$ cat config.mk
export PLATFORM = sky130hd
export DESIGN_NAME = psg_driver
export DESIGN_NICKNAME = d
export VERILOG_FILES = /design/src/rtl/psg_driver_pkg.sv /design/src/rtl/psg_driver_regs.sv /design/src/rtl/psg_driver.sv
export SDC_FILE = /design/constraint.sdc
export NUM_CORES = 1
export LEC_CHECK = 0
export BUFFER_PORTS_ARGS = -buffer_cell sky130_fd_sc_hd__buf_2
export CORE_MARGIN = 1.5
export CORE_UTILIZATION = 50
export CTS_CLUSTER_SIZE = 20
export DETAILED_ROUTE_END_ITERATION = 6
export GPL_ROUTABILITY_DRIVEN = 0
export PLACE_DENSITY = 0.68
export RECOVER_POWER = 25
export SETUP_SLACK_MARGIN = 0.5
export SLEW_MARGIN = 30
export SYNTH_ARGS = -nofsm -noshare
export SYNTH_HDL_FRONTEND = slang
export SYNTH_HIERARCHICAL = 1
export SYNTH_SLANG_ARGS = --single-unit
$ cat constraint.sdc
create_clock -name clk -period 8.7 [get_ports clk]
set_clock_uncertainty 0.1 [all_clocks]
set_input_delay 0.87 -clock clk [delete_from_list [all_inputs] [get_ports clk]]
set_output_delay 0.87 -clock clk [all_outputs]
set_load 0.1 [all_outputs]
$ cat src/rtl/psg_driver_pkg.sv
// psg_driver_pkg: shared encodings for the psg_driver slice.
// Holds the config-select codes, the sweep FSM state type and a
// clog2 helper used to size the channel index.
package psg_driver_pkg;

    localparam logic [1:0] CFG_PHASE_INC = 2'd0;
    localparam logic [1:0] CFG_VOL       = 2'd1;
    localparam logic [1:0] CFG_PHASE_RST = 2'd2;
    localparam logic [1:0] CFG_SWEEP     = 2'd3;

    typedef enum logic [1:0] {
        ST_IDLE  = 2'd0,
        ST_PHASE = 2'd1,
        ST_VOL   = 2'd2,
        ST_NEXT  = 2'd3
    } state_t;

    // Index width for n entries, never less than one bit.
    function automatic int clog2_min1(input int n);
        int w;
        w = 1;
        while ((1 << w) < n) begin
            w = w + 1;
        end
        return w;
    endfunction

endpackage

$ cat src/rtl/psg_driver_regs.sv
// psg_driver_regs: per-channel state for the psg driver.
// Phase accumulators, phase increments, volume targets and the
// zero/volume pending flags, with a host write port, an update port
// driven by the sweep FSM and a single combinational read port.
// Optional build macro: PSG_DRIVER_SWEEP_EN adds signed per-channel
// sweep deltas that bend the phase increment after every phase word.
module psg_driver_regs
    import psg_driver_pkg::*;
#(
    parameter int NR_CHANNELS  = 3,
    parameter int OUTPUT_WIDTH = 24,
    parameter int CHW          = clog2_min1(NR_CHANNELS)
) (
    input  logic                    clk,
    input  logic                    rst_n,
    input  logic                    cfg_wr,
    input  logic [1:0]              cfg_sel,
    input  logic [CHW-1:0]          cfg_ch,
    input  logic [OUTPUT_WIDTH-1:0] cfg_d,
    input  logic                    phase_upd,
    input  logic                    vol_clr,
    input  logic [CHW-1:0]          upd_ch,
    input  logic [CHW-1:0]          rd_ch,
    output logic [OUTPUT_WIDTH-1:0] rd_acc,
    output logic [OUTPUT_WIDTH-1:0] rd_vol_target,
    output logic                    rd_zero_pending,
    output logic                    rd_vol_pending
);

    logic [OUTPUT_WIDTH-1:0] acc        [NR_CHANNELS];
    logic [OUTPUT_WIDTH-1:0] inc        [NR_CHANNELS];
    logic [OUTPUT_WIDTH-1:0] vol_target [NR_CHANNELS];
    logic [NR_CHANNELS-1:0]  zero_pending;
    logic [NR_CHANNELS-1:0]  vol_pending;

    logic wr_inc;
    logic wr_vol;
    logic wr_rst;

    assign wr_inc = cfg_wr && (cfg_sel == CFG_PHASE_INC);
    assign wr_vol = cfg_wr && (cfg_sel == CFG_VOL);
    assign wr_rst = cfg_wr && (cfg_sel == CFG_PHASE_RST);

    assign rd_acc          = acc[rd_ch];
    assign rd_vol_target   = vol_target[rd_ch];
    assign rd_zero_pending = zero_pending[rd_ch];
    assign rd_vol_pending  = vol_pending[rd_ch];

`ifdef PSG_DRIVER_SWEEP_EN
    logic signed [OUTPUT_WIDTH-1:0] sweep_delta [NR_CHANNELS];
    logic wr_sweep;

    assign wr_sweep = cfg_wr && (cfg_sel == CFG_SWEEP);

    // Increment plus signed delta, clamped to [0, 2^W-1].
    function automatic logic [OUTPUT_WIDTH-1:0] sweep_add(
        input logic [OUTPUT_WIDTH-1:0]        base,
        input logic signed [OUTPUT_WIDTH-1:0] delta
    );
        logic [OUTPUT_WIDTH+1:0] sum;
        sum = {2'b00, base} + {{2{delta[OUTPUT_WIDTH-1]}}, delta};
        if (sum[OUTPUT_WIDTH+1]) begin
            return '0;
        end else if (sum[OUTPUT_WIDTH]) begin
            return '1;
        end else begin
            return sum[OUTPUT_WIDTH-1:0];
        end
    endfunction

    // Host-written sweep deltas.
    always_ff @(posedge clk or negedge rst_n) begin
        if (!rst_n) begin
            for (int i = 0; i < NR_CHANNELS; i++) begin
                sweep_delta[i] <= '0;
            end
        end else begin
            for (int i = 0; i < NR_CHANNELS; i++) begin
                if (wr_sweep && cfg_ch == CHW'(i)) begin
                    sweep_delta[i] <= cfg_d;
                end
            end
        end
    end
`endif

    // Phase increments; a host write wins over the sweep adjustment.
    always_ff @(posedge clk or negedge rst_n) begin
        if (!rst_n) begin
            for (int i = 0; i < NR_CHANNELS; i++) begin
                inc[i] <= '0;
            end
        end else begin
            for (int i = 0; i < NR_CHANNELS; i++) begin
`ifdef PSG_DRIVER_SWEEP_EN
                if (phase_upd && upd_ch == CHW'(i)) begin
                    inc[i] <= sweep_add(inc[i], sweep_delta[i]);
                end
`endif
                if (wr_inc && cfg_ch == CHW'(i)) begin
                    inc[i] <= cfg_d;
                end
            end
        end
    end

    // Accumulators advance after each phase word; a phase reset wins.
    always_ff @(posedge clk or negedge rst_n) begin
        if (!rst_n) begin
            for (int i = 0; i < NR_CHANNELS; i++) begin
                acc[i] <= '0;
            end
            zero_pending <= '1;
        end else begin
            for (int i = 0; i < NR_CHANNELS; i++) begin
                if (phase_upd && upd_ch == CHW'(i)) begin
                    acc[i]          <= acc[i] + inc[i];
                    zero_pending[i] <= 1'b0;
                end
                if (wr_rst && cfg_ch == CHW'(i)) begin
                    acc[i]          <= '0;
                    zero_pending[i] <= 1'b1;
                end
            end
        end
    end

    // Volume targets; a fresh write re-arms pending over a clear.
    always_ff @(posedge clk or negedge rst_n) begin
        if (!rst_n) begin
            for (int i = 0; i < NR_CHANNELS; i++) begin
                vol_target[i] <= '0;
            end
            vol_pending <= '0;
        end else begin
            for (int i = 0; i < NR_CHANNELS; i++) begin
                if (vol_clr && upd_ch == CHW'(i)) begin
                    vol_pending[i] <= 1'b0;
                end
                if (wr_vol && cfg_ch == CHW'(i)) begin
                    vol_target[i]  <= cfg_d;
                    vol_pending[i] <= 1'b1;
                end
            end
        end
    end

endmodule

$ cat src/rtl/psg_driver.sv
// psg_driver: per-sample control source for the psg sound generator.
// Each sample_tick sweeps all channels, sending one phase word per
// channel and a volume word only for channels whose target changed.
// Optional build macro: PSG_DRIVER_SWEEP_EN (per-channel pitch sweep,
// implemented inside psg_driver_regs).
module psg_driver
    import psg_driver_pkg::*;
#(
    parameter int NR_CHANNELS  = 3,
    parameter int OUTPUT_WIDTH = 24,
    parameter int CHW          = clog2_min1(NR_CHANNELS)
) (
    input  logic                    clk,
    input  logic                    rst_n,
    input  logic                    sample_tick,
    input  logic                    cfg_wr,
    input  logic [1:0]              cfg_sel,
    input  logic [CHW-1:0]          cfg_ch,
    input  logic [OUTPUT_WIDTH-1:0] cfg_d,
    output logic [OUTPUT_WIDTH-1:0] m_phase_d,
    output logic [CHW-1:0]          m_phase_ch,
    output logic                    m_phase_dv,
    input  logic                    m_phase_dr,
    output logic                    m_sine_zero,
    output logic [OUTPUT_WIDTH-1:0] m_vol_d,
    output logic [CHW-1:0]          m_vol_ch,
    output logic                    m_vol_dv,
    input  logic                    m_vol_dr,
    output logic                    busy,
    output logic                    overrun
);

    state_t state;
    state_t next_state;

    logic [CHW-1:0]          ch_idx;
    logic [CHW-1:0]          rd_ch;
    logic [OUTPUT_WIDTH-1:0] rd_acc;
    logic [OUTPUT_WIDTH-1:0] rd_vol_target;
    logic                    rd_zero_pending;
    logic                    rd_vol_pending;
    logic                    phase_done;
    logic                    vol_done;
    logic                    vol_clr;
    logic                    vol_wr_hit;
    logic                    vol_rewritten;
    logic                    last_ch;

    assign phase_done = m_phase_dv && m_phase_dr;
    assign vol_done   = m_vol_dv && m_vol_dr;
    assign last_ch    = (ch_idx == CHW'(NR_CHANNELS - 1));
    assign vol_wr_hit = cfg_wr && (cfg_sel == CFG_VOL) && (cfg_ch == ch_idx);
    assign vol_clr    = vol_done && !vol_rewritten;

    // Read address: channel about to be loaded, or the one in flight.
    always_comb begin
        rd_ch = ch_idx;
        if (state == ST_IDLE) begin
            rd_ch = '0;
        end else if (state == ST_NEXT) begin
            rd_ch = ch_idx + CHW'(1);
        end
    end

    psg_driver_regs #(
        .NR_CHANNELS  (NR_CHANNELS),
        .OUTPUT_WIDTH (OUTPUT_WIDTH),
        .CHW          (CHW)
    ) u_regs (
        .clk             (clk),
        .rst_n           (rst_n),
        .cfg_wr          (cfg_wr),
        .cfg_sel         (cfg_sel),
        .cfg_ch          (cfg_ch),
        .cfg_d           (cfg_d),
        .phase_upd       (phase_done),
        .vol_clr         (vol_clr),
        .upd_ch          (ch_idx),
        .rd_ch           (rd_ch),
        .rd_acc          (rd_acc),
        .rd_vol_target   (rd_vol_target),
        .rd_zero_pending (rd_zero_pending),
        .rd_vol_pending  (rd_vol_pending)
    );

    // Sweep FSM state register.
    always_ff @(posedge clk or negedge rst_n) begin
        if (!rst_n) begin
            state <= ST_IDLE;
        end else begin
            state <= next_state;
        end
    end

    // Sweep FSM next-state logic.
    always_comb begin
        next_state = state;
        case (state)
            ST_IDLE:  if (sample_tick) next_state = ST_PHASE;
            ST_PHASE: if (phase_done)  next_state = rd_vol_pending ? ST_VOL : ST_NEXT;
            ST_VOL:   if (vol_done)    next_state = ST_NEXT;
            ST_NEXT:  next_state = last_ch ? ST_IDLE : ST_PHASE;
            default:  next_state = ST_IDLE;
        endcase
    end

    // Valid and busy flags come straight from the state register.
    always_comb begin
        m_phase_dv = (state == ST_PHASE);
        m_vol_dv   = (state == ST_VOL);
        busy       = (state != ST_IDLE);
    end

    // Output word registers, loaded only when a new word is issued.
    always_ff @(posedge clk or negedge rst_n) begin
        if (!rst_n) begin
            ch_idx      <= '0;
            m_phase_d   <= '0;
            m_phase_ch  <= '0;
            m_sine_zero <= 1'b0;
            m_vol_d     <= '0;
            m_vol_ch    <= '0;
        end else begin
            if (state == ST_IDLE && sample_tick) begin
                ch_idx      <= '0;
                m_phase_d   <= rd_acc;
                m_phase_ch  <= '0;
                m_sine_zero <= rd_zero_pending;
            end else if (state == ST_NEXT && !last_ch) begin
                ch_idx      <= rd_ch;
                m_phase_d   <= rd_acc;
                m_phase_ch  <= rd_ch;
                m_sine_zero <= rd_zero_pending;
            end
            if (state == ST_PHASE && phase_done && rd_vol_pending) begin
                m_vol_d  <= rd_vol_target;
                m_vol_ch <= ch_idx;
            end
        end
    end

    // Remember a volume rewrite that lands after the word was latched,
    // so its pending flag survives into the next sweep.
    always_ff @(posedge clk or negedge rst_n) begin
        if (!rst_n) begin
            vol_rewritten <= 1'b0;
        end else if (state == ST_PHASE && phase_done) begin
            vol_rewritten <= vol_wr_hit;
        end else if (state == ST_VOL && vol_wr_hit) begin
            vol_rewritten <= 1'b1;
        end
    end

    // Sticky flag for ticks that arrive mid-sweep.
    always_ff @(posedge clk or negedge rst_n) begin
        if (!rst_n) begin
            overrun <= 1'b0;
        end else if (sample_tick && state != ST_IDLE) begin
            overrun <= 1'b1;
        end
    end

endmodule

==> results of run 1 <==
==> layout make-up <==
type                       count  area [um2]
fill                        2519       12500
multi-input combinational   1059        7880
sequential                   279        6990
clock buffer                  42         866
timing repair buffer         110         667
tap                          390         488
clock inverter                 8         176
inverter                      30         113
antenna                        1        2.50
==> per-stage QoR <==
step | instances | worst slack (ps)
floorplan | 1428 | 4960
CTS | 1915 | 5030
global route | 1918 | 4870
global placement | 1865 | 5120
finish | 1919 | 5400
detailed placement | 1865 | 5040
==> per-layer routing <==
metal | GRT usage (%) | wire [um] | part of all wire, %
met3 | 4.21 | 2320 | 5.9
met2 | 40.3 | 17800 | 45
met1 | 36.5 | 18300 | 47
met4 | 6.53 | 852 | 2.2
met5 | 0 | 0 | 0
==> state kept, by name, summed over array words and instances, names as in the netlist, 3 cells and up <==
signal	flops
u_regs/acc	72
u_regs/inc	72
u_regs/vol_target	72
m_phase_d	24
u_regs/vol_pending	3
m_vol_d	24
u_regs/zero_pending	3
==> cells in the mapped netlist, drive strengths merged (4+ instances only) <==
library cell / number / area, um2
nand3b: 8 / 60.1
nor2b: 18 / 113
nor4b: 7 / 67.6
clkbuf: 53 / 199
nor3: 21 / 105
o21ai: 92 / 472
xor2: 14 / 123
o21bai: 6 / 45.0
xnor2: 33 / 289
inv: 30 / 113
ha: 78 / 976
nand2: 182 / 683
nand4: 4 / 25.0
o21a: 9 / 67.6
mux2: 198 / 2230
a31oi: 12 / 75.1
or3: 5 / 31.3
nand3: 10 / 60.1
a21oi: 108 / 541
mux2i: 56 / 561
a21o: 30 / 225
nor2: 67 / 251
nand2b: 10 / 62.6
and2: 6 / 37.5
dfrtp: 276 / 6910
buf: 7 / 51.3
o211ai: 9 / 67.6
and3: 14 / 87.6
a211oi: 19 / 148
==> logic make-up (layout without fill, tap and decap cells) <==
kind of cell / after synthesis / after routing / synth area share, %
AO/OA/AOI/OAI: 314 / 314 / 12.6
XOR/XNOR: 47 / 47 / 2.71
adder cells (fa/ha/maj): 81 / 81 / 6.83
buffers and inverters: 90 / 190 / 2.39
flip-flops: 279 / 279 / 46.0
multiplexers: 254 / 254 / 18.4
other: 0 / 1 / 0
AND/OR/NAND/NOR: 363 / 363 / 11.0
==> final timing paths <==
| kind | startpoint | end | slack (ps) | depth (start not counted) |
|---|---|---|---|---|
| worst max-delay path | u_regs/acc[48] | u_regs/acc[70] | 5400 | 12 |
| worst min-delay path | rst_n | u_regs/acc[53] | 220 | 1 |
| worst max register to register | u_regs/acc[48] | u_regs/acc[70] | 5400 | 12 |
| worst min register to register | u_regs/zero_pending[0] | u_regs/zero_pending[0] | 360 | 2 |
| max in group asynchronous | rst_n | u_regs/acc[37] | 5460 | 3 |
| min in group clk | u_regs/zero_pending[0] | u_regs/zero_pending[0] | 360 | 2 |
==> where the power goes <==
group	internal, mW	switching (mW)	total [mW]
Clock	0.833	0.525	1.36
Combinational	1.23	2.22	3.45
Sequential	1.72	0.322	2.04
Total	3.79	3.07	6.85
==> summary.txt, run 1 <==
Detail Route Antenna Nets -> 0
Routed WL -> 39300 um
Initial Utilization -> 51.1%
Count of flip-flops with a built-in enable after synthesis -> 0
Max IR drop VDD -> 0.000230 V
Drt drc -> 0
Synthesized area per cell -> 10.6 um2
Worst endpoint required time -> 9040 ps
# rows -> 63
Die Y -> 177 um
Die footprint -> 31400 um2
Setup CP Type -> register to register
Routed WL per cell -> 20.5 um
Post-detail-place hpwl -> 26400 um
Worst hold path type -> input pin to asynchronous set/reset pin
Max incr delay on CP -> 490 ps
Initial antenna violation count -> 5
Max Clk Rate -> 303 MHz
WP buf/inv -> 1
Vias in the first global route -> 11180
Ys async rst share -> 100%
CTS Hold Bufs -> 0
Max Slew Vio Count -> 42
Overall power -> 6.85 mW
Commonest non-fill, non-tap cell in the layout -> dfrtp_1
Worst-margin pin slew -> 2350 ps
Fin area -> 17200 um2
Pleak -> 7.92 nW
Largest net degree at the start of global routing -> 170
Failing checks -> capacitance limit, slew limit
GRT overflow -> 0
Critical path, cell by cell -> ha_1, inv_1, fa_1, nor2b_1, o21a_1, o21ai_1, a211oi_1, o41ai_2, o311ai_1, a21oi_1, mux2i_1, nor2_1
Sequential fraction of the synthesis area -> 46.0%
CP Max Fanout -> 4
I/O Pins -> 91
Period Utilization, post-route -> 38.0%
GRT Overall Usage -> 25.5%
Critical Path Source Type -> register
Slowest cell on the critical path -> a211oi_1
CTS tree -> done
PwrDens -> 399 nW/um2
CTS clk-pin slew, worst paths -> 60 ps
Core Util, Final -> 57.8%
Most frequent cells in the layout -> dfrtp_1, mux2_2, nand2_1
Area post-placement -> 16100 um2
Finish-stage setup viols -> 0
Post-synth top flop -> dfrtp_1
Hold_ws -> 215 ps
Synth Cell Area -> 15200 um2
CP arrival -> 3640 ps
Syn nets -> 1543
Core area -> 29700 um2
First-pass GRT wire length -> 62100 um
Ratio of cells with drive above 1 in the final layout -> 24.1%
Critical path's top delay family -> compound AO/OA/AOI/OAI gates
Syn-to-layout area delta -> 13.2%
Worst setup EP type -> register
Worst-skew pair later-pin latency -> 570 ps
Worst rel slew slack -> -56.8%
Unrepaired setup endpoints after global routing -> no
Drt first pass iters -> 4
# clock sinks -> 279
Cells after Synth -> 1428
Final Hold Viols -> 0
Setup repair bufs after CTS -> 0
Outcome -> finished, violations left
Flops & latches, synth -> 279
CTS root buf -> clkbuf_16
Nets -> 1625
H-Tree Depth -> 1
Num CTS Buffers -> 30
Post_cts resized -> 0
Final setup TNS -> 0 ps
I/O Buffers -> 90
Starting DRC count in detailed routing -> 725
Yosys warning count -> 6
MaxCap Viol Count -> 1
Synth unique cells -> 65
Vias per inst -> 5.83
Vias -> 11179
Die Wd -> 177 um
Clk buf depth -> 3
Final min period -> 3300 ps
(Power assumes the default switching activity.)
==> inputs of run 2 (changes only) <==
Settings changed: PLACE_DENSITY 0.68 to 0.7.
Clock period 8.7 ns to 2.7 ns, I/O delays scaled along.
==> run 2 against run 1 <==
The flow finishes with violations (capacitance limit, slew limit, setup timing). Register-to-register slack got worse by 5400 ps. Clock-buffer cell count unchanged. Sequential power increased to 3.3 times the previous value. Global-route usage increased by 2.3 points. Non-clock buffer count increased by 142. Worst hold slack got worse by 200 ps. Power increased to 4.0 times the previous value. Design area increased by 18%. Sequential share of layout area decreased by 6.2 points. Critical endpoint is now u_regs/acc[68]. Largest power group unchanged.
==> summary.txt, run 2 (same netlist as run 1, synthesis figures left out) <==
CP arrival -> 3050 ps (-590 ps)
Syn-to-layout area delta -> 33.7%
Failing checks -> capacitance limit, slew limit, setup timing
Final Hold Viols -> 0 (unchanged)
Drt first pass iters -> 5 (+1)
Period Utilization, post-route -> 101% (+63 points)
Top Layer Used -> met4
Power Internal -> 15.3 mW (+310%)
Worst hold path type -> input pin to register
Max IR drop VDD -> 0.000778 V (+240%)
I/O Pins -> 91 (unchanged)
Slowest cell on the critical path -> dfrtp_1
Max Slew Vio Count -> 23 (-45%)
Starting DRC count in detailed routing -> 1188 (+64%)
Clk buf depth -> 3 (unchanged)
GRT overflow -> 0 (unchanged)
WL met3 -> 2350 um (+1.3%)
Num CTS Buffers -> 31 (+3.3%)
Vias per inst -> 5.91 (+1.5%)
Setup CP Type -> register to register
Worst rel slew slack -> -1.57% (+55 points)
Pleak -> 9.18 nW (+16%)
Initial Utilization -> 51.1% (unchanged)
Most frequent cells in the layout -> dfrtp_1, nand2_1, mux2_2
Die Wd -> 177 um (unchanged)
Vias -> 12222 (+9.3%)
CTS tree -> done
First-pass GRT wire length -> 68200 um (+9.8%)
Detail Route Antenna Nets -> 0 (unchanged)
Filler cells -> 2061 (-18%)
Vias in the first global route -> 12154 (+8.7%)
Routed WL per cell -> 21.3 um (+4.0%)
Sw Pwr -> 12.1 mW (+290%)
Post-detail-place hpwl -> 27900 um (+5.8%)
# rows -> 63 (unchanged)
Outcome -> finished, violations left
Ratio of cells with drive above 1 in the final layout -> 41.3% (+17 points)
Routed WL -> 44000 um (+12%)
H-Tree Depth -> 1 (unchanged)
Setup WS pre-CTS -> -62.4 ps (-5110 ps)
Die Y -> 177 um (unchanged)
I/O Buffers -> 90 (unchanged)
CP Max Fanout -> 4 (unchanged)
Nets -> 1768 (+8.8%)
Power share of the combinational group -> 59.9% (+9.5 points)
Critical Path Source Type -> register
Hold_ws -> 15.6 ps (-200 ps)
Met1 wire length -> 19400 um (+5.9%)
Worst endpoint required time -> 3040 ps (-6000 ps)
Post-route worst setup slack -> -16.3 ps (-5410 ps)
Critical path's top delay family -> compound AO/OA/AOI/OAI gates
Worst setup EP type -> register
Drt drc -> 0 (unchanged)
Die footprint -> 31400 um2 (unchanged)
Critical path, cell by cell -> ha_4, inv_2, fa_2, nor2b_2, o21a_1, o21ai_4, a211oi_4, o41ai_4, buf_6, a21oi_4, o221ai_2, mux2i_1, nand2_1
Max Clk Rate -> 368 MHz (+22%)
Max incr delay on CP -> 400 ps (-90 ps)
GRT Overall Usage -> 27.9% (+2.3 points)
Unrepaired setup endpoints after global routing -> yes
Largest net degree at the start of global routing -> 103 (-39%)
WP buf/inv -> 2 (+1)
Worst-margin pin slew -> 1520 ps (-828 ps)
MaxCap Viol Count -> 1 (unchanged)
Commonest non-fill, non-tap cell in the layout -> dfrtp_1
CTS clk-pin slew, worst paths -> 60 ps (about the same)
Net Sw Frac -> 44.0% (-0.72 points)
Initial antenna violation count -> 1 (-4)
Sequential power share -> 24.4% (-5.4 points)
CTS root buf -> clkbuf_16
Met2 wire length -> 21200 um (+19%)
# clock sinks -> 279 (unchanged)
Clock network power share -> 15.7% (-4.1 points)
Final min period -> 2720 ps (-588 ps)
Core area -> 29700 um2 (unchanged)
Core Util, Final -> 68.3% (+10 points)
Worst-skew pair later-pin latency -> 560 ps (about the same)
PwrDens -> 1350 nW/um2 (+240%)
Top flop regs -> u_regs/acc x72, u_regs/inc x72, u_regs/vol_target x72
Finish-stage setup viols -> 2 (+2)
## run 2: cell types whose count changed in the layout (fill, tap and decap cells not counted), moves of 24 or more
cell	before	now
ha_4	0	28
a21oi_2	0	24
buf_6	0	28
mux2_2	192	142
mux2_4	0	52
o21ai_0	87	41
a21oi_1	107	81
buf_4	16	93
ha_1	78	46
## run 2: worst reg2reg max path: stages (launching register included)
cell	delay, ps
dfrtp_1	400
ha_4	160
inv_2	40
fa_2	340
nor2b_2	140
o21a_1	230
o21ai_4	100
a211oi_4	290
o41ai_4	100
buf_6	160
a21oi_4	160
o221ai_2	120
mux2i_1	200
nand2_1	70
## run 2: power by group through the flow
stage                     Sequential (mW)  Clock, mW  Combinational [mW]
final                                6.70       4.29                16.4
after global routing                 6.86       4.53                17.4
after CTS                            6.65       4.36                15.1
after detailed placement             6.60          0                12.3
after global placement               6.51          0                12.1
after floorplan                      8.45          0                7.41
## run 2: per-stage QoR
step	instance area (um2)	setup TNS, ps	total power, mW	instances
finish	20300	-19.7	27.4	2067
global route	20300	-1170	28.7	2066
CTS	19700	-22.4	26.1	2048
detailed placement	17000	-154	18.9	1918
global placement	17000	-17.5	18.6	1918
floorplan	15700	0	15.9	1428
## run 2: timing repair
| action | in CTS | in global routing |
|---|---|---|
| hold endpoints to repair | 331 | 0 |
| gates cloned | 5 | 1 |
| pin swaps | 72 | 60 |
| setup endpoints to repair | 110 | 108 |
| resized for setup | 206 | 99 |
| buffers inserted | 55 | 17 |
| hold buffers | 14 | 0 |
## run 2: cell type report
cell class	count	area, um2	area share (%)
inverters	30	115	0.567
repair buffers	252	2190	10.8
clock buffers	42	887	4.37
multi-input cells	1059	9450	46.6
diodes	1	2.50	0.0123
clock inverters	14	156	0.771
flip-flops and latches	279	7000	34.5
well taps	390	488	2.41
## run 2: routing by layer
metal  global-route usage [%]  vias to the layer above
met5                        0                        -
met4                     6.99                        0
met3                     4.30                       87
met2                     46.0                      404
met1                     38.3                     6154
li1                         -                     5577
## run 2: worst paths after layout
| kind | start | to | slack [ps] | cells after the start |
|---|---|---|---|---|
| worst max-delay path | u_regs/acc[48] | u_regs/acc[68] | -20 | 13 |
| worst max register to register | u_regs/acc[48] | u_regs/acc[68] | -20 | 13 |
| worst min register to register | overrun | overrun | 350 | 1 |
| worst min-delay path | cfg_d[3] | u_regs/inc[3] | 20 | 2 |
| max in group asynchronous | rst_n | state[0] | 520 | 3 |
| min in group asynchronous | rst_n | m_phase_d[1] | 520 | 2 |
==> inputs of run 3 (changes only) <==
Settings changed: RECOVER_POWER 25 to 100.
==> run 3 against run 2 <==
Die area unchanged. Core utilization shrank 1.5 points. Worst hold slack lost 3.0 ps. Final cell count unchanged. Critical path depth fell by 3. Sequential share of layout area is 0.75 points higher. The run still ends with capacitance limit, slew limit, setup timing left. Highest routed layer is now met5. Fmax is 2.0% lower. First-iteration DRC count down 5.5%. Power fell by 2.5%.
==> summary.txt, run 3 (same netlist as run 1, synthesis figures left out) <==
Setup CP Type -> register to register
Initial antenna violation count -> 3 (+2)
Power Internal -> 14.8 mW (-3.6%)
Final non-filler cell total -> 2067 (unchanged)
Sw Pwr -> 11.9 mW (-1.2%)
Starting DRC count in detailed routing -> 1123 (-5.5%)
I/O Pins -> 91 (unchanged)
Top Usage Layer GRT -> met2
Fin area -> 19900 um2 (-2.1%)
Top flop regs -> u_regs/acc x72, u_regs/inc x72, u_regs/vol_target x72
GRT met3 Usage -> 4.30% (unchanged)
Detail Route Antenna Nets -> 0 (unchanged)
Period Utilization, post-route -> 103% (+2.1 points)
Num CTS Buffers -> 31 (unchanged)
CTS root buf -> clkbuf_16
Final min period -> 2770 ps (+56.7 ps)
CP arrival -> 3160 ps (+110 ps)
# clock sinks -> 279 (unchanged)
Vias -> 12336 (+0.93%)
Net Sw Frac -> 44.6% (+0.58 points)
Max Clk Rate -> 361 MHz (-2.0%)
Routed WL per cell -> 21.3 um (about the same)
CTS clk-pin slew, worst paths -> 60 ps (about the same)
First-pass GRT wire length -> 68200 um (unchanged)
Drt drc -> 0 (unchanged)
Worst endpoint required time -> 3090 ps (+50 ps)
Final Hold Viols -> 0 (unchanged)
H-Tree Depth -> 1 (unchanged)
Die Y -> 177 um (unchanged)
Syn-to-layout area delta -> 30.9%
Final setup TNS -> -157 ps (-137 ps)
Worst setup EP type -> register
Power share of the combinational group -> 58.9% (-1.0 points)
GRT Overall Usage -> 27.9% (unchanged)
Failing checks -> capacitance limit, slew limit, setup timing
Dpl cells -> 1918 (unchanged)
GRT overflow -> 0 (unchanged)
Max IR drop VDD -> 0.000764 V (-1.7%)
Commonest non-fill, non-tap cell in the layout -> dfrtp_1
Initial Utilization -> 51.1% (unchanged)
Vias per inst -> 5.97 (+0.93%)
FF+latch area -> 7000 um2 (unchanged)
Sequential power share -> 25.0% (+0.6 points)
Core Util, Final -> 66.8% (-1.5 points)
Outcome -> finished, violations left
Area post-placement -> 17000 um2 (unchanged)
Vias in the first global route -> 12154 (unchanged)
Filler cells -> 2173 (+5.4%)
Clk buf depth -> 3 (unchanged)
Most frequent cells in the layout -> dfrtp_1, nand2_1, mux2_2
Drt first pass iters -> 5 (unchanged)
Critical Path Source Type -> register
# rows -> 63 (unchanged)
Worst-skew pair later-pin latency -> 560 ps (about the same)
Core area -> 29700 um2 (unchanged)
I/O Buffers -> 90 (unchanged)
Post-route worst setup slack -> -73.0 ps (-56.7 ps)
Setup WS pre-CTS -> -62.4 ps (unchanged)
Met2 usage -> 46.0% (unchanged)
CTS tree -> done
Met1 Use GR -> 38.3% (unchanged)
CP Max Fanout -> 4 (unchanged)
Clock network power share -> 16.1% (+0.4 points)
Nets -> 1768 (unchanged)
Ratio of cells with drive above 1 in the final layout -> 34.8% (-6.6 points)
Die Wd -> 177 um (unchanged)
MaxCap Viol Count -> 5 (+4)
Routed WL -> 44000 um (about the same)
Unrepaired setup endpoints after global routing -> yes
Max Slew Vio Count -> 125 (+440%)
Pleak -> 8.80 nW (-4.0%)
Largest net degree at the start of global routing -> 103 (unchanged)
Worst-margin pin slew -> 1910 ps (+388 ps)
Worst rel slew slack -> -27.5% (-26 points)
Post-detail-place hpwl -> 27900 um (unchanged)
Die footprint -> 31400 um2 (unchanged)
Area of the multi-input gates -> 9230 um2 (-2.3%)
Finish-stage setup viols -> 3 (+1)
Worst hold path type -> input pin to register
PwrDens -> 1350 nW/um2 (-0.41%)
## run 3: per-stage QoR
stage	hold WS [ps]	power [mW]
final	12.6	26.7
after detailed placement	32.1	18.9
after CTS	1.71	26.1
after global routing	17.3	28.0
after floorplan	-126	15.9
after global placement	30.7	18.6
## run 3: routing by layer
layer  routed length [um]  vias to the layer above
met5                   28                        -
met1                19300                     6225
met4                 1220                        4
li1                     -                     5576
met2                21100                      434
met3                 2420                       97
## run 3: power groups by stage
stage	logic [mW]	clock network, mW	registers (mW)
floorplan	7.41	0	8.45
global placement	12.1	0	6.51
detailed placement	12.3	0	6.60
CTS	15.1	4.36	6.65
global route	16.7	4.53	6.85
finish	15.7	4.29	6.69
## run 3: path summary, 6_finish.rpt
check	start	slack, ps	depth (start not counted)	endpoint
max	u_regs/acc[49]	-70	10	u_regs/acc[69]
min	cfg_d[3]	10	2	u_regs/inc[3]
max reg2reg	u_regs/acc[49]	-70	10	u_regs/acc[69]
min reg2reg	overrun	360	1	overrun
max in group asynchronous	rst_n	520	3	state[0]
min in group asynchronous	rst_n	520	2	m_phase_d[1]
## run 3: area by class of cell
class                      instances  share of cell area [%]
antenna                            1                  0.0126
clock buffer                      42                    4.47
clock inverter                    14                   0.788
inverter                          30                   0.567
multi-input combinational       1059                    46.5
sequential                       279                    35.3
tap                              390                    2.46
timing repair buffer             252                    9.96
## run 3: worst max-delay path, cell delays in order (launching register included)
cell,delay [ps]
dfrtp_2,450
ha_4,260
a211oi_4,270
o21ai_0,150
and2_4,200
a31o_4,260
o41ai_2,400
o311ai_2,180
xor2_1,190
nand2_1,80
a21oi_1,150
## run 3: repair_timing
action                                  CTS  global route
cloned                                    5             1
hold endpoints to repair                331             0
setup buffers                            55            17
resized for setup                       206            99
hold buffers                             14             0
pin swaps                                72            60
endpoints found under the setup margin  110           108
